[src/rtl/vga_timing_gen_if.sv]
// Raster timing bundle between vga_timing_gen and the pixel source.
// ReqX/ReqY/req_valid exist only when VGA_TIMING_PREFETCH_EN is defined.
interface vga_timing_gen_if #(
  parameter int CX_W = 11,
  parameter int CY_W = 10
);
  logic            pix_ce;
  logic            eof_clr;
  logic            HS;
  logic            VS;
  logic            BLANK_n;
  logic [CX_W-1:0] CoorX;
  logic [CY_W-1:0] CoorY;
  logic            line_start;
  logic            frame_start;
  logic            eof_flag;
`ifdef VGA_TIMING_PREFETCH_EN
  logic [CX_W-1:0] ReqX;
  logic [CY_W-1:0] ReqY;
  logic            req_valid;
`endif

  modport master (
    input  pix_ce, eof_clr,
`ifdef VGA_TIMING_PREFETCH_EN
    output ReqX, ReqY, req_valid,
`endif
    output HS, VS, BLANK_n, CoorX, CoorY, line_start, frame_start, eof_flag
  );

  modport slave (
    output pix_ce, eof_clr,
`ifdef VGA_TIMING_PREFETCH_EN
    input  ReqX, ReqY, req_valid,
`endif
    input  HS, VS, BLANK_n, CoorX, CoorY, line_start, frame_start, eof_flag
  );
endinterface

[src/rtl/vga_timing_gen.sv]
// Parametrised raster timing generator: sync, blanking, coordinates and frame strobes.
// Define VGA_TIMING_PREFETCH_EN to add one-cycle-early ReqX/ReqY/req_valid outputs.
module vga_timing_gen #(
  parameter int H_ACTIVE = 640,
  parameter int H_FRONT  = 16,
  parameter int H_SYNC   = 96,
  parameter int H_BACK   = 48,
  parameter int V_ACTIVE = 480,
  parameter int V_FRONT  = 10,
  parameter int V_SYNC   = 2,
  parameter int V_BACK   = 33,
  parameter int HS_POL   = 0,
  parameter int VS_POL   = 0,
  parameter int CX_W     = 11,
  parameter int CY_W     = 10
) (
  input  logic               vga_clk,
  input  logic               reset,
  vga_timing_gen_if.master   vga
);
  localparam int H_TOT = H_SYNC + H_BACK + H_ACTIVE + H_FRONT;
  localparam int V_TOT = V_SYNC + V_BACK + V_ACTIVE + V_FRONT;

  if (H_TOT - 1 >= (1 << CX_W)) begin : g_cx_too_narrow
    $error("vga_timing_gen: CX_W cannot hold H_TOT-1");
  end
  if (V_TOT - 1 >= (1 << CY_W)) begin : g_cy_too_narrow
    $error("vga_timing_gen: CY_W cannot hold V_TOT-1");
  end

  localparam logic [CX_W-1:0] H_SYNC_C   = CX_W'(H_SYNC);
  localparam logic [CX_W-1:0] H_VIS_LO   = CX_W'(H_SYNC + H_BACK);
  localparam logic [CX_W-1:0] H_VIS_HI   = CX_W'(H_TOT - H_FRONT);
  localparam logic [CX_W-1:0] H_LAST     = CX_W'(H_TOT - 1);
  localparam logic [CX_W-1:0] H_ACT_C    = CX_W'(H_ACTIVE);
  localparam logic [CX_W-1:0] H_ACT_LAST = CX_W'(H_ACTIVE - 1);
  localparam logic [CY_W-1:0] V_SYNC_C   = CY_W'(V_SYNC);
  localparam logic [CY_W-1:0] V_VIS_LO   = CY_W'(V_SYNC + V_BACK);
  localparam logic [CY_W-1:0] V_VIS_HI   = CY_W'(V_TOT - V_FRONT);
  localparam logic [CY_W-1:0] V_LAST     = CY_W'(V_TOT - 1);
  localparam logic [CY_W-1:0] V_ACT_C    = CY_W'(V_ACTIVE);
  localparam logic [CY_W-1:0] V_ACT_LAST = CY_W'(V_ACTIVE - 1);
  localparam logic            HS_ON      = 1'(HS_POL);
  localparam logic            VS_ON      = 1'(VS_POL);

  typedef struct packed {
    logic            hs;
    logic            vs;
    logic            blank_n;
    logic [CX_W-1:0] x;
    logic [CY_W-1:0] y;
    logic            line_start;
    logic            frame_start;
  } dec_t;

  localparam dec_t DEC_RST = '{hs: ~HS_ON, vs: ~VS_ON, blank_n: 1'b0, x: H_ACT_C,
                               y: V_ACT_C, line_start: 1'b0, frame_start: 1'b0};

  // Returns {visible, coordinate}; the coordinate parks at H_ACTIVE when not visible.
  function automatic logic [CX_W:0] h_coord(input logic [CX_W-1:0] h);
    logic vis;
    vis = (h >= H_VIS_LO) && (h < H_VIS_HI);
    return {vis, vis ? h - H_VIS_LO : H_ACT_C};
  endfunction

  function automatic logic [CY_W:0] v_coord(input logic [CY_W-1:0] v);
    logic vis;
    vis = (v >= V_VIS_LO) && (v < V_VIS_HI);
    return {vis, vis ? v - V_VIS_LO : V_ACT_C};
  endfunction

  function automatic dec_t decode(input logic [CX_W-1:0] h, input logic [CY_W-1:0] v);
    dec_t            d;
    logic [CX_W:0]   hc;
    logic [CY_W:0]   vc;
    hc            = h_coord(h);
    vc            = v_coord(v);
    d.hs          = (h < H_SYNC_C) ? HS_ON : ~HS_ON;
    d.vs          = (v < V_SYNC_C) ? VS_ON : ~VS_ON;
    d.blank_n     = hc[CX_W] & vc[CY_W];
    d.x           = hc[CX_W-1:0];
    d.y           = vc[CY_W-1:0];
    d.line_start  = (h == '0);
    d.frame_start = (h == '0) && (v == '0);
    return d;
  endfunction

  logic [CX_W-1:0] h_cnt_q, h_cnt_d;
  logic [CY_W-1:0] v_cnt_q, v_cnt_d;
  dec_t            dec_q, dec_d;
  logic            eof_flag_q, eof_flag_d;
  logic            h_wrap;

  // NOTE: every always_comb output gets a value on every path, so no latch is inferred.
  always_comb begin
    h_wrap     = (h_cnt_q == H_LAST);
    h_cnt_d    = h_wrap ? '0 : h_cnt_q + 1'b1;
    v_cnt_d    = v_cnt_q;
    if (h_wrap) v_cnt_d = (v_cnt_q == V_LAST) ? '0 : v_cnt_q + 1'b1;
    dec_d      = decode(h_cnt_q, v_cnt_q);
    // Set outranks a simultaneous clear.
    eof_flag_d = (vga.pix_ce && dec_d.x == H_ACT_LAST && dec_d.y == V_ACT_LAST)
                 | (eof_flag_q & ~vga.eof_clr);
  end

  // NOTE: sequential state uses non-blocking assignments so all registers sample pre-edge values.
  always_ff @(posedge vga_clk) begin
    if (reset) begin
      h_cnt_q    <= '0;
      v_cnt_q    <= '0;
      dec_q      <= DEC_RST;
      eof_flag_q <= 1'b0;
    end else begin
      if (vga.pix_ce) begin
        h_cnt_q <= h_cnt_d;
        v_cnt_q <= v_cnt_d;
        dec_q   <= dec_d;
      end
      eof_flag_q <= eof_flag_d;
    end
  end

  assign vga.HS          = dec_q.hs;
  assign vga.VS          = dec_q.vs;
  assign vga.BLANK_n     = dec_q.blank_n;
  assign vga.CoorX       = dec_q.x;
  assign vga.CoorY       = dec_q.y;
  assign vga.line_start  = dec_q.line_start;
  assign vga.frame_start = dec_q.frame_start;
  assign vga.eof_flag    = eof_flag_q;

`ifdef VGA_TIMING_PREFETCH_EN
  // Decoding the next counter values gives what CoorX/CoorY/BLANK_n show one enabled edge later.
  logic [CX_W:0] req_h_d, req_h_q;
  logic [CY_W:0] req_v_d, req_v_q;

  always_comb begin
    req_h_d = h_coord(h_cnt_d);
    req_v_d = v_coord(h_wrap ? v_cnt_d : v_cnt_q);
  end

  always_ff @(posedge vga_clk) begin
    if (reset) begin
      req_h_q <= {1'b0, H_ACT_C};
      req_v_q <= {1'b0, V_ACT_C};
    end else if (vga.pix_ce) begin
      req_h_q <= req_h_d;
      req_v_q <= req_v_d;
    end
  end

  assign vga.ReqX      = req_h_q[CX_W-1:0];
  assign vga.ReqY      = req_v_q[CY_W-1:0];
  assign vga.req_valid = req_h_q[CX_W] & req_v_q[CY_W];
`endif
endmodule

[src/flat_wrapper.sv]
// flat-port wrapper written by rule: the top's interface ports become plain ports
module vga_timing_gen_flat 
#(
  parameter int H_ACTIVE = 640,
  parameter int H_FRONT  = 16,
  parameter int H_SYNC   = 96,
  parameter int H_BACK   = 48,
  parameter int V_ACTIVE = 480,
  parameter int V_FRONT  = 10,
  parameter int V_SYNC   = 2,
  parameter int V_BACK   = 33,
  parameter int HS_POL   = 0,
  parameter int VS_POL   = 0,
  parameter int CX_W     = 11,
  parameter int CY_W     = 10
)
  (vga_clk, reset, vga_pix_ce, vga_eof_clr, vga_HS, vga_VS, vga_BLANK_n, vga_CoorX, vga_CoorY, vga_line_start, vga_frame_start, vga_eof_flag);
  vga_timing_gen_if #(.CX_W(CX_W), .CY_W(CY_W)) vga_i ();
  input  logic vga_clk;
  input  logic reset;
  input wire logic [$bits(vga_i.pix_ce)-1:0] vga_pix_ce;
  input wire logic [$bits(vga_i.eof_clr)-1:0] vga_eof_clr;
  output wire logic [$bits(vga_i.HS)-1:0] vga_HS;
  output wire logic [$bits(vga_i.VS)-1:0] vga_VS;
  output wire logic [$bits(vga_i.BLANK_n)-1:0] vga_BLANK_n;
  output wire logic [$bits(vga_i.CoorX)-1:0] vga_CoorX;
  output wire logic [$bits(vga_i.CoorY)-1:0] vga_CoorY;
  output wire logic [$bits(vga_i.line_start)-1:0] vga_line_start;
  output wire logic [$bits(vga_i.frame_start)-1:0] vga_frame_start;
  output wire logic [$bits(vga_i.eof_flag)-1:0] vga_eof_flag;
  assign vga_i.pix_ce = vga_pix_ce;
  assign vga_i.eof_clr = vga_eof_clr;
  assign vga_HS = vga_i.HS;
  assign vga_VS = vga_i.VS;
  assign vga_BLANK_n = vga_i.BLANK_n;
  assign vga_CoorX = vga_i.CoorX;
  assign vga_CoorY = vga_i.CoorY;
  assign vga_line_start = vga_i.line_start;
  assign vga_frame_start = vga_i.frame_start;
  assign vga_eof_flag = vga_i.eof_flag;
  vga_timing_gen #(.H_ACTIVE(H_ACTIVE), .H_FRONT(H_FRONT), .H_SYNC(H_SYNC), .H_BACK(H_BACK), .V_ACTIVE(V_ACTIVE), .V_FRONT(V_FRONT), .V_SYNC(V_SYNC), .V_BACK(V_BACK), .HS_POL(HS_POL), .VS_POL(VS_POL), .CX_W(CX_W), .CY_W(CY_W)) u_core (.vga_clk(vga_clk), .reset(reset), .vga(vga_i));
endmodule
[config.mk]
export PLATFORM = sky130hd
export DESIGN_NAME = vga_timing_gen_flat
export DESIGN_NICKNAME = d
export VERILOG_FILES = /design/src/rtl/vga_timing_gen_if.sv /design/src/rtl/vga_timing_gen.sv /design/src/flat_wrapper.sv
export SDC_FILE = /design/constraint.sdc
export NUM_CORES = 1
export LEC_CHECK = 0
export CAP_MARGIN = 0
export CORE_UTILIZATION = 25
export CTS_CLUSTER_SIZE = 20
export DETAILED_ROUTE_END_ITERATION = 7
export PLACE_DENSITY = 0.43
export RECOVER_POWER = 100
export SYNTH_ARGS = -nofsm -noshare
export SYNTH_HDL_FRONTEND = slang
export SYNTH_SLANG_ARGS = --single-unit
[constraint.sdc]
create_clock -name vga_clk -period 5 [get_ports vga_clk]
set_input_delay 0.5 -clock vga_clk [delete_from_list [all_inputs] [get_ports vga_clk]]
set_output_delay 0.5 -clock vga_clk [all_outputs]
set_load 0.01 [all_outputs]
==> results by group, run 1 <==
Power and ir drop
  • NetSw: approximately 0.16 mW
  • Static Leak: 1.11 nW
  • Worst VDD drop: around 100 µV
  • Sw Share: 23.7%
  • Combinational Power Share: 5.8%
  • PD cells: 219 nW/µm²
  • Sequential share of power: around three fifths
  • Int Pwr: 0.514 mW
  • Clock share of power: 36.1%

Floorplan
  • IO Pins: 31
  • Die area: 11000 µm²
  • Die Y: 105 µm
  • Die Wd: 105 µm
  • Initial Util: 25.7%
  • Total core area: 10300 µm²
  • Row count: 37

Clock network
  • Longest Clk Path Bufs: 2
  • Resize count post-CTS: 0
  • Clock Latency Late Sink: slightly above 300 ps
  • Clock root cell: clkbuf_8
  • CTS Buf Count: 5
  • H-tree depth: 2
  • TritonCTS clock tree: yes
  • Clock Pin Slew Worst Setup and Hold Paths: ~80 ps
  • Post CTS Setup Buffer Count: 0
  • Hold Buf Count CTS: 0
  • Sink Count: 48

STA
  • Worst Max-Slew Pin Slew: 1720 ps
  • Final setup violation count: 0
  • Final hold violation count: 0
  • Final worst setup slack: 1260 ps
  • Crit path time final: 3740 ps
  • Max-slew violations: 44
  • RSZ-0062 raised after global routing: false
  • Setup TNS: 0 ps
  • Worst rel slew slack: -15.0%
  • Peak Freq: 267 MHz
  • Final worst-path cycle share: 74.9%
  • Fin Clk Skew: 10.9 ps

Outcome
  • Status: complete, but fails checks
  • Failing checks: capacitance limit, slew limit

Place
  • Pre-CTS WS: 2140 ps
  • Post-DP HPWL: 4650 µm
  • Dpl cell area: around 3000 µm²
  • Count of input and output buffers: 30
  • RePlAce Congestion: just under 0.8

Routing
  • Total wire length: 6520 µm
  • Drt drc: 0
  • Antenna Violating Nets Remaining: 0
  • DR WL/cell: around 14 µm
  • Via count: between 2000 and 2500
  • Detailed Routing Iterations Pass 1: 4
  • First DRT Iteration DRCs: 48
  • Vias/cell: 4.78

Worst setup path
  • Critical Path End: u_core.vga.frame_start$_SDFFE_PP0P_
  • Arrival @ worst endpoint: about 4000 ps
  • CP Cell Sequence: clkdlybuf4s50_1, clkbuf_1, inv_1, nor4_1, nand4_1, o2bb2ai_1, nor2b_1
  • CP peak stage delay: 1240 ps
  • WP depth: 7
  • CP max stage cell: clkbuf_1
  • Worst reg2reg path depth: 6
  • CP bufs+invs: 3
  • Crit path max fanout: 43
  • CP Data Required Time: 5240 ps
  • Reg2reg start: u_core.h_cnt_q[4]$_SDFFE_PP0P_
  • Startpoint Class: input pin
  • R2R setup slack: 2130 ps
  • CP Capture Type: flop
  • Worst Setup SP: vga_pix_ce
  • Worst flop-to-flop path endpoint: u_core.vga.CoorX[7]$_SDFFE_PP1P_
  • CP delay by family, top: buffers and inverters
  • Kind of critical path: input pin to flop

Layout
  • Most frequent cells in the layout: dfxtp_1, nor2_1, dlygate4sd3_1, a21oi_1, nand2_1
  • Fin util: 29.9%
  • Antenna cells: 0
  • Area grow syn2layout: 16.4%
  • Most common cell after layout, fill and taps aside: dfxtp_1
  • Layout cell share with drive strength beyond 1: about 5.9%
  • Nets: 351
  • Design Area, Final: 3080 µm²

Global routing
  • Global-route usage over all layers: 12.3%
  • Remaining global-route overflow: 0
  • Pin count of the biggest net entering global routing: 44
  • Vias in the first global route: 2134
  • First-pass GRT wire length: roughly 11000 µm
  • Initial antenna violation count: 0

Synth
  • Synth Register Bits: 48
  • Syn Area/Cell: 8.06 µm²
  • Number of flops mapped to enable cells by yosys: 0
  • Dominant synthesized flop cell: dfxtp_1
  • Synthesized net count: 340
  • FFs w/ async S/R, synth: 0%
  • Synth cell types: 53
  • Post-synthesis cell count: approximately 330
  • Ys Warns: 0
  • Mapped cell area: around 2600 µm²
  • Post-synthesis sequential area ratio: 36.4%

Run
  • Max-capacitance violation count: 1

Worst hold path
  • Worst Hold Class: flop to flop
-- logic make-up after synthesis --
kind of cell               share of synthesized area [%]
xor gates and xnor gates                            7.62
adders and majority gates                           3.79
muxes                                              0.379
and+or+nand+nor                                     29.4
DFF                                                 36.4
AOI/OAI and AO/OA                                   15.6
buffers and inverters                               6.87
-- power groups by stage --
stage,sequential (mW),combinational [mW],clock (mW)
after floorplan,0.401,0.0235,0
after global placement,0.401,0.0408,0
after detailed placement,0.401,0.0406,0
after CTS,0.392,0.0407,0.255
after global routing,0.393,0.0433,0.268
final,0.392,0.0388,0.243
-- state kept, by name, summed over array words and instances (netlist names), 10 cells and up --
register,count
u_core.v_cnt_q,10
u_core.vga.CoorX,11
u_core.vga.CoorY,10
u_core.h_cnt_q,11
-- per-layer routing --
| layer | GRT usage (%) | part of all wire, % | vias up |
|---|---|---|---|
| met3 | 2.12 | 3.1 | 7 |
| met4 | 4.23 | 1.5 | 0 |
| met1 | 16.7 | 51 | 1060 |
| li1 | - | - | 1168 |
| met5 | 0 | 0 | - |
| met2 | 19.7 | 45 | 39 |
-- worst min-delay path: cells and delay by family, from the launching register on --
kind               cells  cell delay (ps)
DFF                    1              320
and+or+nand+nor        1               60
AOI/OAI and AO/OA      1               50
-- stage by stage --
stage                     hold slack [ps]  instances  total power [mW]
after global placement                453        468             0.442
after CTS                             472        476             0.688
after global routing                  486        476             0.705
final                                 461        476             0.674
after floorplan                       470        328             0.425
after detailed placement              457        468             0.442
-- synthesized netlist by cell type (3+ instances only) --
cell | n | area [µm²]
dfxtp_1 | 48 | 961
nor2_1 | 36 | 135
a21oi_1 | 26 | 130
nand2_1 | 21 | 78.8
clkbuf_1 | 16 | 60.1
nand3_1 | 16 | 80.1
nor3_1 | 14 | 70.1
nand2b_1 | 13 | 81.3
xnor2_1 | 13 | 114
inv_1 | 11 | 41.3
xor2_1 | 10 | 87.6
ha_1 | 8 | 100
nand4_1 | 8 | 50.1
nor2b_1 | 7 | 43.8
o21ai_0 | 7 | 35.0
a31oi_1 | 6 | 37.5
buf_2 | 6 | 30.0
nor4_1 | 6 | 37.5
and4_1 | 5 | 43.8
or2_2 | 5 | 31.3
a211o_1 | 3 | 26.3
a211oi_1 | 3 | 22.5
o2bb2ai_1 | 3 | 26.3
o31ai_1 | 3 | 22.5
-- worst min path at each step --
stage / start / endpoint / slack (ps) / cells after the start
6_report: u_core.vga.CoorX[8]$_SDFFE_PP0P_ / u_core.vga.CoorX[8]$_SDFFE_PP0P_ / 460 / 2
5_1_grt: u_core.vga.CoorY[3]$_SDFFE_PP0P_ / u_core.vga.CoorY[3]$_SDFFE_PP0P_ / 490 / 2
4_1_cts: u_core.vga.line_start$_SDFFE_PP0P_ / u_core.vga.line_start$_SDFFE_PP0P_ / 470 / 2
3_5_place_dp: u_core.vga.CoorY[5]$_SDFFE_PP1P_ / u_core.vga.CoorY[5]$_SDFFE_PP1P_ / 460 / 1
3_3_place_gp: u_core.vga.line_start$_SDFFE_PP0P_ / u_core.vga.line_start$_SDFFE_PP0P_ / 450 / 2
2_1_floorplan: u_core.vga.eof_flag$_SDFF_PP0_ / u_core.vga.eof_flag$_SDFF_PP0_ / 470 / 2
-- layout make-up --
type | instances | area [µm²]
fill | 1130 | 7200
clock buffer | 6 | 82.6
clock inverter | 2 | 10.0
timing repair buffer | 32 | 312
sequential | 48 | 961
inverter | 11 | 41.3
multi-input combinational | 241 | 1500
tap | 136 | 170
Power figures use the tool's default switching activity.
==> run 2: changes to the inputs <==
clock period = 3.75 ns   (was 5 ns; I/O delays follow)
==> results by group, run 2 (synthesis gave the netlist of run 1 again) <==
Place
  • Count of input and output buffers: 30 (unchanged)
  • RePlAce Congestion: 0.780 (was 0.784)
  • Post-DP HPWL: 4700 µm (was 4650 µm)
  • Dpl cell area: 3000 µm² (was 2990 µm²)
  • Pre-CTS WS: 1310 ps (was 2140 ps)

Global routing
  • Remaining global-route overflow: 0 (unchanged)
  • Pin count of the biggest net entering global routing: 35 (was 44)
  • First-pass GRT wire length: 11500 µm (was 11000 µm)
  • Global-route usage over all layers: 12.7% (was 12.3%)
  • Initial antenna violation count: 0 (unchanged)
  • Vias in the first global route: 2156 (was 2134)

Power and ir drop
  • PD cells: 288 nW/µm² (was 219 nW/µm²)
  • Static Leak: 1.08 nW (was 1.11 nW)
  • Total power: 0.874 mW (was 0.674 mW)
  • Worst VDD drop: 131 µV (was 104 µV)

Clock network
  • Post CTS Setup Buffer Count: 0 (unchanged)
  • H-tree depth: 2 (unchanged)
  • Resize count post-CTS: 0 (unchanged)
  • Longest Clk Path Bufs: 2 (unchanged)
  • Sink Count: 48 (unchanged)
  • Clock Pin Slew Worst Setup and Hold Paths: 90 ps (was 80 ps)
  • CTS Buf Count: 5 (unchanged)
  • Clock Latency Late Sink: 310 ps (about the same)
  • Clock root cell: clkbuf_8 (unchanged)
  • TritonCTS clock tree: yes (unchanged)
  • Hold Buf Count CTS: 0 (unchanged)

STA
  • Final worst setup slack: 1200 ps (was 1260 ps)
  • RSZ-0062 raised after global routing: false (unchanged)
  • Peak Freq: 392 MHz
  • Final setup violation count: 0 (unchanged)
  • Setup TNS: 0 ps (unchanged)
  • Worst rel slew slack: 17.6% (was -15.0%)
  • Fin Clk Skew: 9.96 ps (was 10.9 ps)
  • Max-slew violations: 0 (was 44)
  • Final hold violation count: 0 (unchanged)
  • Final worst-path cycle share: between 60% and 70%
  • Crit path time final: 2550 ps
  • Worst Max-Slew Pin Slew: 1240 ps (was 1720 ps)

Floorplan
  • Initial Util: 25.7% (unchanged)
  • IO Pins: 31 (unchanged)
  • Die area: 11000 µm² (unchanged)
  • Total core area: 10300 µm² (unchanged)
  • Row count: 37 (unchanged)
  • Die Wd: 105 µm (unchanged)
  • Die Y: 105 µm (unchanged)

Worst setup path
  • Arrival @ worst endpoint: 2700 ps (was 3990 ps)
  • Kind of critical path: flop to flop (was input pin to flop)
  • Crit path max fanout: 9 (was 43)
  • Startpoint Class: flop (was input pin)
  • CP Data Required Time: 3900 ps (was 5240 ps)
  • CP Capture Type: flop (unchanged)

Routing
  • Total wire length: 6580 µm (was 6520 µm)
  • Via count: 2260 (was 2274)
  • Detailed Routing Iterations Pass 1: 4 (unchanged)
  • Vias/cell: 4.75 (was 4.78)
  • First DRT Iteration DRCs: 92 (was 48)
  • DR WL/cell: 13.8 µm (was 13.7 µm)
  • Antenna Violating Nets Remaining: 0 (unchanged)
  • Drt drc: 0 (unchanged)

Layout
  • Fin util: 29.6% (was 29.9%)
  • Area grow syn2layout: 15.1% (was 16.4%)
  • Design Area, Final: 3040 µm² (was 3080 µm²)
  • Most common cell after layout, fill and taps aside: dfxtp_1 (unchanged)
  • Nets: 352 (was 351)
  • Antenna cells: 0 (unchanged)
  • Most frequent cells in the layout: dfxtp_1, nor2_1, dlygate4sd3_1, a21oi_1, nand2_1 (unchanged)
  • Layout cell share with drive strength beyond 1: 4.41% (was 5.88%)

Outcome
  • Status: finished, final reports clean (was complete, but fails checks)

Run
  • Max-capacitance violation count: 0 (was 1)

Worst hold path
  • Worst Hold Class: flop to flop (unchanged)
==> run 2: cell types whose count changed in the layout (fill, tap and decap cells not counted) <==
cell	delta
clkdlybuf4s50_1	-2
o22ai_2	-1
clkinv_2	-1
a31o_1	+1
o22ai_1	+1
o41ai_1	+1
clkbuf_1	+2
dlygate4sd3_1	+2
o41ai_4	-1
clkbuf_8	-1
a31o_2	-1
==> run 2: stage by stage <==
stage	instances	hold WS, ps
floorplan	328	470
global placement	469	453
detailed placement	469	454
CTS	476	466
global route	476	486
finish	476	462
==> run 2: worst paths after layout <==
kind	start	end	slack, ps	depth (start not counted)
max	u_core.v_cnt_q[0]$_SDFFE_PP0P_	u_core.vga.CoorY[0]$_SDFFE_PP0P_	1200	6
min	u_core.vga.eof_flag$_SDFF_PP0_	u_core.vga.eof_flag$_SDFF_PP0_	460	2
max reg2reg	u_core.v_cnt_q[0]$_SDFFE_PP0P_	u_core.vga.CoorY[0]$_SDFFE_PP0P_	1200	6
min reg2reg	u_core.vga.eof_flag$_SDFF_PP0_	u_core.vga.eof_flag$_SDFF_PP0_	460	2
==> run 2: area by class of cell <==
cell class                 instances  area [µm²]
clock inverter                     1        5.00
sequential                        48         961
inverter                          11        41.3
tap                              136         170
fill                            1127        7240
clock buffer                       6        72.6
timing repair buffer              33         315
multi-input combinational        241        1480
==> run 2: worst max-delay path, cell delays in order (launching register included) <==
cell and delay [ps]:
dfxtp_1 400, ha_1 370, o41ai_1 790, a21oi_1 200, a31o_1 380, a31oi_1 210
nor2_1 50
==> run 2: per-layer routing <==
metal / track usage [%] / up-vias / routed length, µm
li1: - / 1160 / -
met1: 18.8 / 1054 / 3490
met2: 18.9 / 40 / 2830
met3: 1.81 / 6 / 171
met4: 3.92 / 0 / 89
met5: 0 / - / 0
==> run 2: power by group <==
part	switching (mW)	internal (mW)
clock network	0.172	0.127
logic	0.0305	0.0212
registers	0.00667	0.516
total	0.209	0.665
==> run 3: changes to the inputs <==
PLACE_DENSITY = 0.44   (was 0.43)
clock period = 2.2 ns   (was 3.75 ns; I/O delays follow)
==> results by group, run 3 (synthesis gave the netlist of run 1 again) <==
Clock network
  • Clock Pin Slew Worst Setup and Hold Paths: 90 ps (about the same)
  • Sink Count: 48 (unchanged)
  • Clock Latency Late Sink: 310 ps (about the same)
  • Clock root cell: clkbuf_8 (unchanged)
  • CTS Buf Count: 5 (unchanged)
  • H-tree depth: 2 (unchanged)
  • Longest Clk Path Bufs: 2 (unchanged)
  • TritonCTS clock tree: yes (unchanged)
  • Post CTS Setup Buffer Count: 0 (unchanged)

Worst setup path
  • CP max stage cell: or4_4 (was o41ai_1)
  • Arrival @ worst endpoint: 2190 ps (was 2700 ps)
  • CP Cell Sequence: ha_2, or4_4, a211o_1, o22ai_1, nor2_1, a211o_1 (was ha_1, o41ai_1, a21oi_1, a31o_1, a31oi_1, nor2_1)
  • Kind of critical path: flop to flop (unchanged)
  • CP peak stage delay: 430 ps (was 790 ps)
  • Cell mode on critical path: a211o_1
  • R2R setup slack: 210 ps (was 1200 ps)
  • CP Capture Type: flop (unchanged)
  • Crit path max fanout: 9 (unchanged)
  • Startpoint Class: flop (unchanged)
  • CP Data Required Time: 2400 ps (was 3900 ps)

Layout
  • Design Area, Final: 3170 µm² (was 3040 µm²)
  • Fillers: 1120 (was 1127)
  • Most common cell after layout, fill and taps aside: dfxtp_1 (unchanged)
  • Area grow syn2layout: 20.0% (was 15.1%)
  • Nets: 364 (was 352)
  • Final non-filler cell total: 489 (was 476)
  • Antenna cells: 0 (unchanged)
  • Layout cell share with drive strength beyond 1: 9.07% (was 4.41%)
  • Most frequent cells in the layout: dfxtp_1, nor2_1, dlygate4sd3_1, a21oi_1, nand2_1 (unchanged)

STA
  • Final setup violation count: 0 (unchanged)
  • Final hold violation count: 0 (unchanged)
  • Worst Max-Slew Pin Slew: 1180 ps (was 1240 ps)
  • Setup TNS: 0 ps (unchanged)
  • Fin Clk Skew: 5.89 ps (was 9.96 ps)
  • Worst rel slew slack: 21.1% (was 17.6%)
  • Final worst setup slack: 211 ps (was 1200 ps)
  • RSZ-0062 raised after global routing: false (unchanged)
  • Max-slew violations: 0 (unchanged)
  • Final worst-path cycle share: 90.4% (was 68.1%)
  • Crit path time final: 1990 ps (was 2550 ps)
  • Peak Freq: 503 MHz (was 392 MHz)

Routing
  • Detailed Routing Iterations Pass 1: 4 (unchanged)
  • DR WL/cell: 13.9 µm (was 13.8 µm)
  • Antenna Violating Nets Remaining: 0 (unchanged)
  • First DRT Iteration DRCs: 109 (was 92)
  • Vias/cell: 4.77 (was 4.75)
  • Drt drc: 0 (unchanged)
  • Via count: 2333 (was 2260)
  • Total wire length: 6780 µm (was 6580 µm)

Floorplan
  • IO Pins: 31 (unchanged)
  • Die area: 11000 µm² (unchanged)
  • Total core area: 10300 µm² (unchanged)
  • Row count: 37 (unchanged)
  • Die Wd: 105 µm (unchanged)
  • Initial Util: 25.7% (unchanged)
  • Die Y: 105 µm (unchanged)

Outcome
  • Status: finished, final reports clean (unchanged)

Global routing
  • GRT busiest layer: met2 (unchanged)
  • Global-route usage over all layers: 12.7% (about the same)
  • First-pass GRT wire length: 11300 µm (was 11500 µm)
  • Initial antenna violation count: 0 (unchanged)
  • Met3 Resource Use GR: 1.81% (unchanged)
  • Pin count of the biggest net entering global routing: 35 (unchanged)
  • Vias in the first global route: 2166 (was 2156)
  • GR Util met2: 19.3% (was 18.9%)
  • Met1 usage in global routing: 17.7% (was 18.8%)
  • Remaining global-route overflow: 0 (unchanged)

Place
  • Pre-CTS WS: 158 ps (was 1310 ps)
  • Count of input and output buffers: 30 (unchanged)
  • Dpl cell area: 3090 µm² (was 3000 µm²)
  • # placed instances: 481 (was 469)
  • Post-DP HPWL: 4840 µm (was 4700 µm)
  • RePlAce Congestion: 0.778 (was 0.780)

Worst hold path
  • Worst Hold Class: flop to flop (unchanged)

Power and ir drop
  • PD cells: 487 nW/µm² (was 288 nW/µm²)
  • Worst VDD drop: 158 µV (was 131 µV)
  • Total power: 1.55 mW (was 0.874 mW)
  • Static Leak: 1.17 nW (was 1.08 nW)

Run
  • Max-capacitance violation count: 0 (unchanged)
[run 3: area by class of cell]
class	count	area (µm²)	area share, %
flip-flops and latches	48	961	30.3
well taps	136	170	5.36
clock inverters	1	7.51	0.237
repair buffers	45	409	12.9
inverters	11	41.3	1.30
clock buffers	7	86.3	2.72
multi-input cells	241	1500	47.2
[run 3: routing by layer]
layer	part of all wire, %	routed length [µm]	up-vias
met5	0	0	-
met4	2.9	195	0
met3	3.4	227	13
met2	42	2870	54
met1	51	3480	1076
li1	-	-	1190
[run 3: power by group]
part | internal, mW | switching (mW)
clock network | 0.256 | 0.307
registers | 0.880 | 0.0110
logic | 0.0402 | 0.0518
[run 3: path summary, 6_finish.rpt]
check | from | cells past startpoint | to
min reg2reg | u_core.vga.CoorY[1]$_SDFFE_PP0P_ | 2 | u_core.vga.CoorY[1]$_SDFFE_PP0P_
max | u_core.v_cnt_q[1]$_SDFFE_PP0P_ | 6 | u_core.vga.CoorY[5]$_SDFFE_PP1P_
max reg2reg | u_core.v_cnt_q[1]$_SDFFE_PP0P_ | 6 | u_core.vga.CoorY[5]$_SDFFE_PP1P_
min | u_core.vga.CoorY[1]$_SDFFE_PP0P_ | 2 | u_core.vga.CoorY[1]$_SDFFE_PP0P_
[run 3: timing repair]
item	CTS	global route
hold endpoints to repair	0	0
resized for setup	0	1
hold buffers	0	0
endpoints found under the setup margin	0	2
[run 3: critical path: cells and delay by family, from the launching register on]
family | cells | cell delay, ps
compound gates | 3 | 730
flops | 1 | 370
simple gates | 2 | 490
fa+ha+maj | 1 | 280
[run 3: through the flow]
| step | hold WS, ps | utilization (%) |
|---|---|---|
| floorplan | 388 | - |
| global placement | 451 | 30.0 |
| detailed placement | 455 | 30.0 |
| CTS | 470 | 30.9 |
| global route | 484 | 30.9 |
| finish | 463 | 30.9 |
